<file path="config.mk">
export PLATFORM = sky130hd
export DESIGN_NAME = program_loader
export DESIGN_NICKNAME = d
export VERILOG_FILES = /design/src/rtl/program_loader.sv
export SDC_FILE = /design/constraint.sdc
export NUM_CORES = 1
export LEC_CHECK = 0
export CELL_PAD_IN_SITES_DETAIL_PLACEMENT = 1
export CELL_PAD_IN_SITES_GLOBAL_PLACEMENT = 2
export CORE_MARGIN = 4
export CORE_UTILIZATION = 25
export CTS_BUF_LIST = sky130_fd_sc_hd__clkbuf_4 sky130_fd_sc_hd__clkbuf_8 sky130_fd_sc_hd__clkbuf_16
export DETAILED_ROUTE_END_ITERATION = 10
export PLACE_DENSITY = 0.86
export SLEW_MARGIN = 20
export SYNTH_ARGS = -nofsm -noshare
export SYNTH_HDL_FRONTEND = slang
export SYNTH_SLANG_ARGS = --single-unit
export TNS_END_PERCENT = 1
</file>
<file path="constraint.sdc">
create_clock -name clk -period 2.43 [get_ports clk]
set_input_delay 0.3645 -clock clk [delete_from_list [all_inputs] [get_ports clk]]
set_output_delay 0.3645 -clock clk [all_outputs]
set_load 0.02 [all_outputs]
</file>
<file path="src/rtl/program_loader.sv">
// Program memory loader: assembles little-endian bytes into words, writes them to
// instruction memory while holding the core stalled, then releases it to run.
module program_loader #(
    parameter int unsigned MEMORY_DEPTH = 32,
    parameter int unsigned DATA_WIDTH   = 32
) (
    input  logic                  clk,
    input  logic                  reset,
    input  logic                  LoadStart,
    input  logic [DATA_WIDTH-1:0] NumWords,
    input  logic [7:0]            ByteIn,
    input  logic                  ByteValid,
    output logic                  ByteReady,
    output logic                  WriteEnable,
    output logic [DATA_WIDTH-1:0] WriteAddress,
    output logic [DATA_WIDTH-1:0] WriteData,
    output logic                  CpuStall,
    output logic                  CpuRun,
    output logic                  Busy
);

    localparam int unsigned IdxW = (MEMORY_DEPTH > 1) ? $clog2(MEMORY_DEPTH) : 1;
    localparam int unsigned CntW = $clog2(MEMORY_DEPTH + 1);

    typedef enum logic [1:0] {StIdle, StLoad, StWrite, StDone} state_e;

    state_e                state_q, state_d;
    logic [CntW-1:0]       count_q, count_d;
    logic [IdxW-1:0]       word_idx_q, word_idx_d;
    logic [1:0]            byte_idx_q, byte_idx_d;
    logic [DATA_WIDTH-1:0] word_q, word_d;
    logic [CntW-1:0]       clamped;
    logic                  last_word;

    assign clamped   = (NumWords > DATA_WIDTH'(MEMORY_DEPTH)) ? CntW'(MEMORY_DEPTH)
                                                              : NumWords[CntW-1:0];
    assign last_word = (CntW'(word_idx_q) + CntW'(1)) == count_q;

    always_comb begin
        state_d    = state_q;
        count_d    = count_q;
        word_idx_d = word_idx_q;
        byte_idx_d = byte_idx_q;
        word_d     = word_q;
        unique case (state_q)
            StIdle, StDone: begin
                if (LoadStart) begin
                    count_d    = clamped;
                    word_idx_d = '0;
                    byte_idx_d = '0;
                    state_d    = (clamped == '0) ? StDone : StLoad;
                end
            end
            StLoad: begin
                if (ByteValid) begin
                    word_d[8*byte_idx_q +: 8] = ByteIn;
                    byte_idx_d                = byte_idx_q + 2'd1;
                    if (byte_idx_q == 2'd3) begin
                        state_d = StWrite;
                    end
                end
            end
            StWrite: begin
                // Index is held on the last word so the address never wraps.
                if (last_word) begin
                    state_d = StDone;
                end else begin
                    word_idx_d = word_idx_q + IdxW'(1);
                    state_d    = StLoad;
                end
            end
            default: state_d = StIdle;
        endcase
    end

    always_ff @(posedge clk or negedge reset) begin
        if (!reset) begin
            state_q    <= StIdle;
            count_q    <= '0;
            word_idx_q <= '0;
            byte_idx_q <= '0;
            word_q     <= '0;
        end else begin
            state_q    <= state_d;
            count_q    <= count_d;
            word_idx_q <= word_idx_d;
            byte_idx_q <= byte_idx_d;
            word_q     <= word_d;
        end
    end

    assign ByteReady    = (state_q == StLoad);
    assign WriteEnable  = (state_q == StWrite);
    assign Busy         = (state_q == StLoad) || (state_q == StWrite);
    assign CpuStall     = Busy;
    assign CpuRun       = (state_q == StDone);
    assign WriteAddress = DATA_WIDTH'({word_idx_q, 2'b00});
    assign WriteData    = word_q;

endmodule

</file>
; Word-level counts from Yosys, hierarchy flattened
; Cells that the tools add are included.
[totals]
regBits = 47
out_inout_bits = 69
[classes]
addsub = 4
magnitude_cmp = 1
eq_ne = 9
shifts = 2
n_mux = 14
n_reduce_logical = 11
[ops]
columns = op, count
row1 = $neg A5 Y34, 1
row2 = $shift A8 B34 Y32 const A, 1
row3 = $shiftx A8 B34 Y32, 1
row4 = $bwmux W32, 1
row5 = $gt A32 B6 Y1 const B, 1
row6 = $mux W2, 7
row7 = $mux W5, 2
row8 = $pmux W5 S2, 1
row9 = $reduce_and A3 Y1, 3
row10 = $add A5 B1 Y6 const B, 1
row11 = $eq A2 B2 Y1 const B, 3
row12 = $eq A6 B6 Y1, 1
row13 = $logic_not A6 Y1, 1
row14 = $mux W6, 1
row15 = $ne A2 B2 Y1 const B, 3
row16 = $pmux W2 S3, 1
row17 = $add A5 B1 Y5 const B, 1
row18 = $pmux W2 S2, 1
row19 = $reduce_and A2 Y1, 2
row20 = $reduce_bool A2 Y1, 2
row21 = $add A2 B1 Y2 const B, 1
row22 = $eq A2 B1 Y1 const B, 1
row23 = $logic_not A2 Y1, 1
row24 = $ne A2 B1 Y1 const B, 1
row25 = 2 further kinds, 2

; Depth between registers and ports, before layout
[logic_depth]
depth_word = 6
mapped_depth = 7
depth_no_buf = 7

; Worst setup path before layout
; No wires, ideal clock.
[synth_timing]
kind = reg2reg
startpoint = register state_q[0]
endpoint = register word_idx_q[4]
setup_ns = 0.122
t_arrival_ns = 1.811
slack_ns = 0.498
path_stages_with_launch = 8
n_path_buf = 1
synth_period_minus_slack_ns = 1.932
path_cell_list = dfrtp_1 inv_1 ha_1 clkbuf_1 and3_1 nand4_2 o21ba_4 a32o_1
[synth_between]
elab_cells_between_ends = 9
[synth_lines]
columns = item, line
row1 = start: declaration, 27  ; state_e state_q, state_d;
row2 = start signal: assignment, 78  ; state_q <= StIdle;
row3 = start signal: assignment, 84  ; state_q <= state_d;
row4 = $eq A2 B2 Y1 (*), n/a
row5 = named net WriteEnable, 14  ; output logic WriteEnable,
row6 = $ne A2 B2 Y1 (no line) or $reduce_bool A2 Y1 (tied branches), n/a
row7 = $reduce_and A3 Y1 (no line), n/a
row8 = end signal: assignment, 86  ; word_idx_q <= word_idx_d;
row9 = end: declaration, 29  ; logic [IdxW-1:0] word_idx_q, word_idx_d;
; Mark *: on every way through the listed nets, which the timed path passes. The rest lies on a longest branch.
; A chain may end at the register's enable or synchronous reset.

; Worst setup path in the final report
[layout_timing]
startpoint = register state_q[0]
endpoint = output WriteEnable
[layout_between]
elab_chain_len = 1
[layout_rtl]
columns = item, line
row1 = $eq A2 B2 Y1, 93  ; assign WriteEnable = (state_q == StWrite);
row2 = end: declaration, 14
; No other way between the ends.

==> reports/metrics.yaml <==
detailed_routing:
  first_pass_iters: 4
  ant_nets: 0
  post-route-drc-count: 0
  wl_per_cell_um: 15.4
  drtIter0Drc: 70
  drt_wl_total_um: 7020
  via_per_inst: 4.49
  vias: 2042
clock_network:
  cts_setup_buffers: 0
  cts_sinks: 47
  clk_latency_ns: 0.31
  clk_pin_slew_ns: 0.10
  cts_buffer_depth: 2
  cts-hold-fix-buffers: 0
  cts-resized-gates: 0
  htreeDepth: 2
  numCtsBuffers: 5
  cts_tree: "built"
  cts.root.buffer_cell: "clkbuf_8"
global_routing:
  grt_overflow: 0
  grt_start_max_net_pins: 48
  antenna_found_initial: 0
  grt_pass1_vias: 2170
  grt_usage_pct: 12.1
  grt_pass1_wl_um: 11300
final_layout:
  fin_util_pct: 36.5
  syn2layout_area_growth_pct: 42.4
  fin_nets: 375
  antenna_cells: 0
  layout_common_cells: "clkdlybuf4s50_1, dfrtp_1, a22o_1, conb_1, nand2_1"
  stdcell_count: 455
  final_common_cell: "clkdlybuf4s50_1"
  final_layout_size_suffix_gt1_share_pct: 9.32
  num-fill-cells: 1096
synthesis:
  yosysWarningCount: 0
  synth_edf_count: 0
  yosysTopAreaCell: "dfrtp_1"
  synthFlopType: "dfrtp_1"
  synthesis.area_um2: 2500
  synth_top_area_share_pct: 47.0
  synthTopCellsByArea: "dfrtp_1, a22o_1, buf_4"
  synthArstFlopShare_pct: 100
  ys_types: 42
  synth_cells: 227
  synth-seq-cells: 47
  synth-seq-area-share_pct: 47.0
  syn_avg_cell_area_um2: 11.0
floorplan:
  num_rows: 36
  ioPinCount: 113
  dieWidth_um: 108
  core_area_um2: 9770
  initial_core_util_pct: 25.6
  die_y_um: 108
  die-area_um2: 11700
critical_path:
  cp-startpoint: "state_q[0]"
  worstSetupStartpointType: "flop"
  worst-path-buf-inv: 2
  slowest_stage: "clkdlybuf4s50_1"
  cp_max_fo: 11
  critPathMaxStageDelay_ns: 0.70
  critical_path_required_ns: 2.07
  critPathKind: "flop to output pin"
  worst_path_dominant_cell_family: "buffers and inverters"
  crit_chain: "inv_1 -> ha_1 -> clkdlybuf4s50_1"
  r2r_start: "word_idx_q[1]"
  cp_data_arrival_time_ns: 1.95
  endpoint_kind: "output pin"
run:
  maxCapViolCount: 0
sta:
  tns_ns: 0
  worstMarginPinSlew_ns: 0.602
  final-max-slew-violation-count: 0
  min_period_ns: 2.31
  rsz0062_at_grt: "false"
  finClkSkew_ns: 0.00767
  setup-violations-final: 0
  post-route-period-util_pct: 95.1
  max_freq_ghz: 0.433
  hold_viol: 0
  slew_headroom_pct: 59.8
status:
  outcome: "complete, no violations"
power_and_ir_drop:
  p_total_mw: 3.44
  leakagePower_nw: 1.53
  ir_drop_mv: 0.610
  pwr_density_cell_nw_per_um2: 965
place:
  place.port_buffers: 85
  placed_cells: 447
  gp_congestion: 0.737
  dp_hpwl_um: 5540
worst_hold_path:
  min_path_type: "input port to asynchronous set/reset pin"
## final cells by class
class	count	area, um2	area share [%]
flip-flops and latches	47	1180	33.0
multi-input cells	162	1150	32.3
repair buffers	94	913	25.6
well taps	133	166	4.67
clock buffers	5	68.8	1.93
clock inverters	3	47.5	1.33
inverters	11	41.3	1.16
## power by group
part	internal [mW]	total (mW)	switching [mW]
clock	0.312	0.598	0.286
sequential	0.965	1.11	0.144
combinational	0.799	1.74	0.936
## worst reg2reg max path: stages, from the launching register on
cell	delay (ns)
dfrtp_1	0.47
ha_1	0.32
xor2_1	0.18
o211ai_1	0.09
mux2i_1	0.39
nor2_1	0.16
o311a_1	0.31
## cell usage after synthesis, types with 2 or more instances
| cell type | n |
|---|---|
| a21oi_1 | 3 |
| a22o_1 | 35 |
| buf_2 | 3 |
| buf_4 | 28 |
| clkbuf_1 | 2 |
| dfrtp_1 | 47 |
| ha_1 | 10 |
| inv_1 | 11 |
| mux2i_1 | 3 |
| nand2_1 | 17 |
| nand3_1 | 8 |
| nand4_1 | 2 |
| nor2_1 | 6 |
| nor3_1 | 2 |
| nor4_1 | 6 |
| nor4_4 | 3 |
| o21ai_0 | 13 |
| xnor2_1 | 2 |
| xor2_1 | 3 |
## path summary, 6_finish.rpt
check | slack [ns] | cells past startpoint | end
setup / recovery | 0.12 | 3 | WriteEnable
hold / removal | 0.14 | 2 | WriteData[5]
setup reg to reg | 0.41 | 6 | state_q[1]
hold reg to reg | 0.51 | 2 | count_q[3]
max in group asynchronous | 1.87 | 2 | count_q[2]
min in group clk | 0.51 | 2 | count_q[3]
## metrics by stage
step	setup WS, ns	area [um2]	hold slack, ns
floorplan	0.498	2600	0.0689
global placement	0.366	3450	0.488
detailed placement	0.273	3450	0.494
CTS	0.0980	3560	0.164
global route	0.0320	3560	0.183
finish	0.118	3560	0.138
## sequential cells by signal, summed over array words and instances (netlist names)
signal	cells
WriteData	32
byte_idx_q	2
count_q	6
state_q	2
word_idx_q	5
## per-layer routing
metal	GRT usage, %	wire length [um]	up-vias
li1	-	-	962
met1	15.3	3020	1007
met2	20.8	3470	61
met3	1.97	362	12
met4	4.24	164	0
met5	0	0	-
## cell families (layout without fill, tap and decap cells)
family / Yosys count / count (layout) / synth area share [%]
buffers and inverters: 44 / 113 / 10.9
XOR/XNOR: 6 / 6 / 2.40
adder cells (fa/ha/maj): 10 / 10 / 5.00
AND/OR/NAND/NOR: 56 / 56 / 14.6
AO/OA/AOI/OAI: 60 / 60 / 18.7
other: 1 / 27 / 0.150
multiplexers: 3 / 3 / 1.20
flip-flops: 47 / 47 / 47.0
Power figures use the tool's default switching activity.
